==> src/rtl/voice_allocator.sv <==
// voice_allocator: debounces touch keys and assigns held keys to a small pool of voices.
// Optional feature macro VOICE_STEAL_EN: a press with no free voice steals the oldest voice.
module voice_allocator #(
  parameter int NUM_KEYS        = 12,
  parameter int NUM_VOICES      = 4,
  parameter int DEBOUNCE_CYCLES = 4,
  localparam int KW = $clog2(NUM_KEYS),
  localparam int CW = $clog2(NUM_VOICES + 1)
) (
  input  logic                     clk_in,
  input  logic                     rst_in,
  input  logic [NUM_KEYS-1:0]      touch_status_in,
  output logic [NUM_VOICES-1:0]    voice_gate_out,
  output logic [NUM_VOICES-1:0]    voice_trigger_out,
  output logic [NUM_VOICES*KW-1:0] voice_note_out,
  output logic [CW-1:0]            active_count_out
);
  localparam int         VW      = (NUM_VOICES > 1) ? $clog2(NUM_VOICES) : 1;
  localparam logic [7:0] DB_LIM  = 8'(DEBOUNCE_CYCLES);
  localparam logic [7:0] AGE_MAX = 8'hFF;

  logic [7:0]            cnt_q [NUM_KEYS];
  logic [7:0]            cnt_d [NUM_KEYS];
  logic [NUM_KEYS-1:0]   stable_q, stable_d, stable_prev_q, stable_prev_d;
  logic [NUM_KEYS-1:0]   press_pend_q, press_pend_d, rel_pend_q, rel_pend_d;
  logic [NUM_VOICES-1:0] gate_q, gate_d, trig_q, trig_d;
  logic [KW-1:0]         note_q [NUM_VOICES];
  logic [KW-1:0]         note_d [NUM_VOICES];
  logic [7:0]            age_q [NUM_VOICES];
  logic [7:0]            age_d [NUM_VOICES];
  logic [CW-1:0]         count_q, count_d;

  logic                  rel_found_s, press_found_s, free_found_s, match_found_s;
  logic                  rel_act_s, alloc_s;
  logic [KW-1:0]         rel_key_s, press_key_s;
  logic [VW-1:0]         free_v_s, match_v_s, alloc_v_s;
  logic [NUM_KEYS-1:0]   press_cand_s, rel_clr_s, press_clr_s;

  // Per-key debounce: a key must disagree with its stable level for DEBOUNCE_CYCLES samples.
  always_comb begin
    for (int k = 0; k < NUM_KEYS; k++) begin
      stable_d[k] = stable_q[k];
      cnt_d[k]    = 8'd0;
      if (touch_status_in[k] == stable_q[k]) begin
        cnt_d[k] = 8'd0;
      end else if ((cnt_q[k] + 8'd1) == DB_LIM) begin
        stable_d[k] = ~stable_q[k];
        cnt_d[k]    = 8'd0;
      end else begin
        cnt_d[k] = cnt_q[k] + 8'd1;
      end
    end
    stable_prev_d = stable_q;
  end

  // A key whose release is also pending never competes for a voice.
  assign press_cand_s = press_pend_q & ~rel_pend_q;

  // Lowest-index pending release and press; scanning downward lets the lowest index win.
  always_comb begin
    rel_found_s   = 1'b0;
    rel_key_s     = '0;
    press_found_s = 1'b0;
    press_key_s   = '0;
    for (int k = NUM_KEYS - 1; k >= 0; k--) begin
      rel_key_s     = rel_pend_q[k] ? KW'(k) : rel_key_s;
      rel_found_s   = rel_found_s | rel_pend_q[k];
      press_key_s   = press_cand_s[k] ? KW'(k) : press_key_s;
      press_found_s = press_found_s | press_cand_s[k];
    end
  end

  // Voice lookup uses the current gates, so a voice freed this cycle is not yet free.
  always_comb begin
    free_found_s  = 1'b0;
    free_v_s      = '0;
    match_found_s = 1'b0;
    match_v_s     = '0;
    for (int v = NUM_VOICES - 1; v >= 0; v--) begin
      free_v_s      = !gate_q[v] ? VW'(v) : free_v_s;
      free_found_s  = free_found_s | !gate_q[v];
      match_v_s     = (gate_q[v] && (note_q[v] == rel_key_s)) ? VW'(v) : match_v_s;
      match_found_s = match_found_s | (gate_q[v] && (note_q[v] == rel_key_s));
    end
  end

  assign rel_act_s = rel_found_s & ~press_pend_q[rel_key_s];

`ifdef VOICE_STEAL_EN
  logic [VW-1:0] old_v_s;

  // Oldest voice, ties resolved toward the lowest index.
  always_comb begin
    old_v_s = '0;
    for (int v = 1; v < NUM_VOICES; v++) begin
      old_v_s = (age_q[v] > age_q[old_v_s]) ? VW'(v) : old_v_s;
    end
  end

  assign alloc_s   = press_found_s;
  assign alloc_v_s = free_found_s ? free_v_s : old_v_s;
`else
  assign alloc_s   = press_found_s & free_found_s;
  assign alloc_v_s = free_v_s;
`endif

  assign rel_clr_s   = rel_found_s ? (NUM_KEYS'(1) << rel_key_s) : '0;
  assign press_clr_s = rel_clr_s | (alloc_s ? (NUM_KEYS'(1) << press_key_s) : '0);

  // Voice table update; an allocation overrides a release landing on the same voice.
  always_comb begin
    count_d      = '0;
    press_pend_d = (press_pend_q & ~press_clr_s) | (stable_q & ~stable_prev_q);
    rel_pend_d   = (rel_pend_q & ~rel_clr_s) | (~stable_q & stable_prev_q);
    for (int v = 0; v < NUM_VOICES; v++) begin
      logic alloc_hit;
      logic rel_hit;
      alloc_hit = alloc_s & (alloc_v_s == VW'(v));
      rel_hit   = rel_act_s & match_found_s & (match_v_s == VW'(v));
      note_d[v] = alloc_hit ? press_key_s : note_q[v];
      trig_d[v] = alloc_hit;
      gate_d[v] = alloc_hit | (gate_q[v] & ~rel_hit);
      if (alloc_hit) begin
        age_d[v] = 8'd0;
      end else if (alloc_s && (age_q[v] != AGE_MAX)) begin
        age_d[v] = age_q[v] + 8'd1;
      end else begin
        age_d[v] = age_q[v];
      end
      count_d = count_d + CW'(gate_d[v]);
    end
  end

  // State registers with asynchronous reset.
  always_ff @(posedge clk_in or posedge rst_in) begin
    if (rst_in) begin
      for (int k = 0; k < NUM_KEYS; k++) begin
        cnt_q[k] <= 8'd0;
      end
      stable_q      <= '0;
      stable_prev_q <= '0;
      press_pend_q  <= '0;
      rel_pend_q    <= '0;
      gate_q        <= '0;
      trig_q        <= '0;
      count_q       <= '0;
      for (int v = 0; v < NUM_VOICES; v++) begin
        note_q[v] <= '0;
        age_q[v]  <= 8'd0;
      end
    end else begin
      for (int k = 0; k < NUM_KEYS; k++) begin
        cnt_q[k] <= cnt_d[k];
      end
      stable_q      <= stable_d;
      stable_prev_q <= stable_prev_d;
      press_pend_q  <= press_pend_d;
      rel_pend_q    <= rel_pend_d;
      gate_q        <= gate_d;
      trig_q        <= trig_d;
      count_q       <= count_d;
      for (int v = 0; v < NUM_VOICES; v++) begin
        note_q[v] <= note_d[v];
        age_q[v]  <= age_d[v];
      end
    end
  end

  // Pack per-voice notes onto the flat output bus.
  always_comb begin
    for (int v = 0; v < NUM_VOICES; v++) begin
      voice_note_out[v*KW +: KW] = note_q[v];
    end
  end

  assign voice_gate_out    = gate_q;
  assign voice_trigger_out = trig_q;
  assign active_count_out  = count_q;

endmodule

==> config.mk <==
export PLATFORM = sky130hd
export DESIGN_NAME = voice_allocator
export DESIGN_NICKNAME = d
export VERILOG_FILES = /design/src/rtl/voice_allocator.sv
export SDC_FILE = /design/constraint.sdc
export NUM_CORES = 1
export LEC_CHECK = 0
export ABC_AREA = 1
export CORE_MARGIN = 8
export CORE_UTILIZATION = 60
export DETAILED_ROUTE_END_ITERATION = 10
export PLACE_DENSITY_LB_ADDON = 0.15
export REMOVE_ABC_BUFFERS = 1
export SYNTH_ARGS = -nofsm -noshare
export SYNTH_HDL_FRONTEND = slang
export SYNTH_SLANG_ARGS = --single-unit
export TNS_END_PERCENT = 10
==> constraint.sdc <==
create_clock -name clk_in -period 8.32 [get_ports clk_in]
set_input_delay 1.664 -clock clk_in [delete_from_list [all_inputs] [get_ports clk_in]]
set_output_delay 1.664 -clock clk_in [all_outputs]
set_load 0.01 [all_outputs]
Yosys cells after proc, flatten, opt, wreduce, memory -nomap -nowiden
Cells that the tools add are included.
- output and inout bits: 27
- bits in latches: 0
- RAM bits: 0
- bits in read-only memories: 0
- memories kept: 0
- word-level logic and storage cells: 257
- register bits after elaboration: 171
- mux-type cells: 60
- bitwise logic cells: 89
- equal/unequal tests: 34
- divide/modulo/power cells: 0
- reductions and logical operators: 22
- add/subtract/negate cells: 15
- multiply operators: 0
- shift operators: 2
- magnitude comparators: 1
- operators by type and width (cell ; number):
    8-bit two-way mux ; 24
    8-bit by 1-bit adder with 8-bit output (second input constant) ; 12
    8-bit by 3-bit == test with 1-bit output (second input constant) ; 12
    4-bit two-way mux ; 24
    12-bit bitwise AND ; 5
    12-bit inverter ; 5
    12-bit bitwise OR ; 3
    1-bit bitwise OR ; 32
    1-bit inverter ; 29
    12-bit two-way mux ; 2
    2-bit AND reduction ; 12
    1-bit by 4-bit << shifter with 12-bit output (first input constant) ; 2
    4-bit == test ; 4
    2-bit two-way mux ; 8
    1-bit bitwise AND ; 15
    1-bit == test ; 12
    2-bit == test (second input constant) ; 4
    4-bit by 5-bit less-than comparator with 1-bit output (second input constant) ; 1
    1-bit binary-select mux with 4-bit select ; 1
    2-bit by 1-bit == test with 1-bit output (second input constant) ; 2
    1-bit logical AND ; 4
    1-bit zero test ; 4
    2-bit zero test ; 2
    2-bit by 1-bit adder with 3-bit output ; 1
    3 further kinds ; 3

Longest topological paths before layout
- depth in word-level cells: 26
- mapped depth: 23

Worst setup path after synthesis
OpenSTA, ideal clock, no wires.
- path kind: register to register
- start point: reg rel_pend_q[3]
- end point: reg count_q[1], in the netlist active_count_out[1]
- arrival time: 2.744 ns
- setup time: 0.126 ns
- buffers on the path: 1
- period minus slack after synthesis: 2.870 ns
- setup slack: 5.450 ns
- data required time: 8.194 ns
- stages on the path, launching flop included: 20
- cells stage by stage: dfrtp_1 nor2_2 nand2_4 nor2_4 nand2_2 buf_6 xor2_2 nor2_2 o21ai_2 nor2_4 nand3_2 nand2_2 nor2_2 nor2_4 nand3_1 nand2_1 nand2_1 fa_1 ha_1 ha_1
- cells in the longest elaborated chain, start to end: 18
- elaborated cells between the ends (all ways): 62
- RTL lines (item ; RTL line ; RTL):
    start, declared ; 25 ; logic [NUM_KEYS-1:0] press_pend_q, press_pend_d, rel_pend_q, rel_pend_d;
    start signal, assigned ; 158 ; rel_pend_q <= rel_pend_d;
    4-bit two-way mux (4 in series) ; 66 ; rel_key_s = rel_pend_q[k] ? KW'(k) : rel_key_s;
    4-bit == test ; 82, 83 ;
    1-bit logical AND ; 82, 83 ;
    2-bit two-way mux (4 in series) ; 82 ; match_v_s = (gate_q[v] && (note_q[v] == rel_key_s)) ? VW'(v) : match_v_s;
    2-bit zero test ; 119 ; rel_hit = rel_act_s & match_found_s & (match_v_s == VW'(v));
    1-bit bitwise AND ; 119 ;
    1-bit inverter ; 122 ; gate_d[v] = alloc_hit | (gate_q[v] & ~rel_hit);
    1-bit bitwise AND ; 122 ;
    1-bit bitwise OR * ; 122 ;
    via gate_d[0] ; 26 ; logic [NUM_VOICES-1:0] gate_q, gate_d, trig_q, trig_d;
    1-bit by 1-bit adder with 2-bit output * ; 130 ; count_d = count_d + CW'(gate_d[v]);
    2-bit by 1-bit adder with 3-bit output * ; 130 ;
    3-bit by 1-bit adder with 3-bit output * ; 130 ;
    via count_d[1] ; 31 ; logic [CW-1:0] count_q, count_d;
    end signal, assigned ; 161 ; count_q <= count_d;
    end, declared ; 31 ;
The timed path passes the listed nets; every way through them passes the cells marked *. The select of a mux whose other input is x is not followed.
A chain may end at the register's enable or synchronous reset.

Final worst setup path
- start point: reg rel_pend_q[7]
- end point: reg count_q[1], in the netlist active_count_out[1]
- cells in the longest elaborated chain, start to end: 22
- elaborated cells between the ends (all ways): 74
- RTL lines (item ; RTL line):
    4-bit two-way mux (8 in series) ; 66
    4-bit == test ; 82, 83
    1-bit logical AND ; 82, 83
    2-bit two-way mux (4 in series) ; 82
    2-bit zero test ; 119
    1-bit bitwise AND ; 119
    1-bit inverter ; 122
    1-bit bitwise AND ; 122
    1-bit bitwise OR * ; 122
    via gate_d[0] ; 26
    1-bit by 1-bit adder with 2-bit output * ; 130
    2-bit by 1-bit adder with 3-bit output * ; 130
    3-bit by 1-bit adder with 3-bit output * ; 130
    via count_d[1] ; 31
Marked as above.

==> flow_summary.yaml <==
outcome:
  outcome: "complete, no violations"
timing:
  setup_viol: 0
  slew_violations: 0
  max-slew-margin-rel: 0.373
  worst_pin_slew_ps: 940
  fin_tns_setup_ps: 0
  rsz0062_at_grt: "false"
  finalHoldViolCount: 0
  period_share: 0.396
  timing.fmax_mhz: 303
  worst_clock_skew_ps: 10.3
  final.min_clock_period_ps: 3300
worst_hold_path:
  whs_endpoint: "stable_prev_q[8]$_DFF_PP0_"
  min_path_cells: 0
  worstHoldPathType: "reg -> reg"
  hp-start: "stable_prev_d[8]$_DFFE_PP0P_"
floorplan:
  fp-row-count: 42
  io_pins: 41
  design.core.area_mm2: 0.0132
  dieArea_mm2: 0.0175
  die_h_um: 132
  start_util: 0.613
  fp.dieW_um: 132
detailed_routing:
  routed_via_density: 5.24
  wl_per_cell_um: 13.4
  ant_nets: 0
  routed_wl_mm: 15.5
  drc: 0
  first_iter_violations: 355
  first_pass_iters: 6
  via_count: 6053
clock_tree:
  cts_tree: "done"
  clock_latency_ps: 430
  clk_pin_slew_ps: 60
  clockRootBuffer: "clkbuf_16"
  clockBufferDepth: 2
  h-tree-depth: 4
  hold_buffers: 0
  numClockSinks: 171
  post_cts_buffers: 0
  numCtsBuffers: 17
  post_cts_resized: 0
synthesis:
  synth_ff_type: "dfrtp_1"
  synth.largest_area_cell: "dfrtp_1"
  synth_edf_count: 0
  synthTopCellsByCount: "dfrtp_1, nor2_1, nand2_1"
  ys_ff_latch: 171
  synth_top_area_share: 0.527
  synth_cell_type_count: 36
  synthArstFlopShare: 1.00
  synth.area.top_cells: "dfrtp_1, nor2_1, nand2_1"
  synth_seq_area_share: 0.527
  yosys_warnings: 0
  synthCells: 912
  synth.avg_cell_area_um2: 8.90
  yosysMostFrequentCell: "dfrtp_1"
  netlist_area_mm2: 0.00811
grt:
  grt_util_all_layers: 0.190
  grt_start_max_net_pins: 93
  antenna_found_initial: 0
  first_global_vias: 6062
  gr-total-overflow: 0
  grt_pass1_wl_mm: 27.7
worst_setup_path:
  cpMostUsedCell: "nand2_1"
  crit_chain: "nor2_2, nand2_1, nor2_4, nand2_2, xnor2_1, nor2_1, o21ai_1, nor2_1, nand3_1, nand2_1, nor2_2, nor2_4, nand3_1, nand2_1, nand2_1, fa_1, ha_1, ha_1"
  r2r_cells: 18
  cp.required_ps: 8630
  cp_slowest_cell: "fa_1"
  critical_path_class: "reg -> reg"
  rrSetupSlack_ps: 5020
  crit_path_end_kind: "flop"
  crit_path_start_kind: "flop"
  rr_endpoint: "active_count_out[1]$_DFF_PP0_"
  slowest_delay_ps: 490
  worst-path-max-fanout: 11
  critical_path_arrival_ps: 3600
  r2r_start: "rel_pend_q[7]$_DFF_PP0_"
cells_and_area:
  fin_util: 0.703
  drive_gt1_frac: 0.0612
  final_cells: 1156
  n_antenna_cell: 0
  layout.nets: 1008
  fin_area_mm2: 0.00931
  nFillCells: 1061
  syn_to_final_growth_pct: 14.7
place:
  post-dp-hpwl_mm: 11.1
  dpl_cell_area_mm2: 0.00873
  port-buffer-count: 40
  routabilityCongestion: 0.924
  dp.cells: 1127
power:
  p_per_area_mw_per_mm2: 344
  power.leakage_nw: 4.52
  p_int_w: 0.00198
  ir_worst_vdd_uv: 184
  p_seq_frac: 0.387
  clockPowerShare: 0.242
  p_sw_w: 0.00122
  power_frac_comb: 0.370
  switching_share: 0.382
job:
  drv_cap: 0
[cell usage in the layout, fill, tap and decap left out, types with 4 or more instances in the layout]
master / count
xnor2_1: 34
nand4_1: 18
nand2_2: 5
ha_1: 23
nor4_1: 7
a21oi_1: 9
o21ai_0: 44
clkinv_2: 5
clkbuf_16: 17
inv_1: 105
nor2_4: 4
nor2_2: 5
nor3_1: 20
nand3b_1: 10
xor2_1: 42
o22ai_1: 8
dfrtp_1: 171
clkdlybuf4s50_1: 40
o21ai_1: 6
nand2_1: 154
nand3_1: 60
inv_2: 7
nor2_1: 157
[cells by family (layout without fill, tap and decap cells)]
logic type | count (synthesis) | in the layout | share of synthesized area
adder cells (fa/ha/maj) | 24 | 24 | 0.0379
flip-flops | 171 | 171 | 0.527
XOR/XNOR | 77 | 77 | 0.0841
buffers and inverters | 115 | 183 | 0.0543
AO/OA/AOI/OAI | 78 | 78 | 0.0529
AND/OR/NAND/NOR | 445 | 445 | 0.241
multiplexers | 2 | 2 | 0.00278
[sequential cells by signal (all words and copies together), names as in the netlist]
signal and count:
active_count_out 3, voice_gate_out 4, press_pend_q 12, stable_prev_d 12
voice_note_out 16, stable_prev_q 12, cnt_q 96, voice_trigger_out 4
rel_pend_q 12
[stage by stage]
| step | hold slack (ps) | worst slack, ps | total power (W) |
|---|---|---|---|
| 2_1_floorplan | 392 | 2020 | 0.00205 |
| 3_3_place_gp | 400 | 4530 | 0.00239 |
| 3_5_place_dp | 404 | 4550 | 0.00243 |
| 4_1_cts | 417 | 5000 | 0.00322 |
| 5_1_grt | 431 | 4730 | 0.00347 |
| 6_report | 415 | 5020 | 0.00320 |
[layout make-up]
cell class,count,area [um^2],share of cell area
Sequential cell,171,4280,0.460
Multi-Input combinational cell,626,3390,0.365
Clock buffer,20,457,0.0491
Inverter,113,429,0.0461
Timing Repair Buffer,41,408,0.0438
Tap cell,176,220,0.0237
Clock inverter,9,123,0.0132
[worst max-delay path, delay by kind of cell (launching register included)]
kind / cells / cell delay (ps)
DFF: 1 / 390
and+or+nand+nor: 13 / 1560
xor gates and xnor gates: 1 / 190
AOI/OAI and AO/OA: 1 / 80
adders and majority gates: 3 / 960
[power groups by stage]
stage,Sequential [W],Combinational (W),Clock (W)
6_report,0.00124,0.00119,0.000776
3_3_place_gp,0.00124,0.00115,0
4_1_cts,0.00124,0.00119,0.000792
5_1_grt,0.00127,0.00138,0.000826
3_5_place_dp,0.00125,0.00118,0
2_1_floorplan,0.00123,0.000817,0
[per-layer routing]
metal  vias up  global-route usage  wire length [um]
met5         -                   0                 0
met4         0              0.0776               265
met3        22              0.0473               665
met2       123               0.309              7410
met1      2880               0.240              7190
li1       3028                   -                 -
[how the worst max path moves through the flow]
stage | from | endpoint | slack, ps | depth (start not counted)
after detailed placement | rst_in | voice_gate_out[0]$_DFF_PP0_ | 4550 | 3
after floorplan | rst_in | active_count_out[0]$_DFF_PP0_ | 2020 | 1
after global routing | rel_pend_q[11]$_DFF_PP0_ | active_count_out[1]$_DFF_PP0_ | 4730 | 19
final | rel_pend_q[7]$_DFF_PP0_ | active_count_out[1]$_DFF_PP0_ | 5020 | 18
after global placement | rst_in | voice_gate_out[0]$_DFF_PP0_ | 4530 | 3
after CTS | rst_in | voice_gate_out[0]$_DFF_PP0_ | 5000 | 3
(Power assumes the default switching activity.)
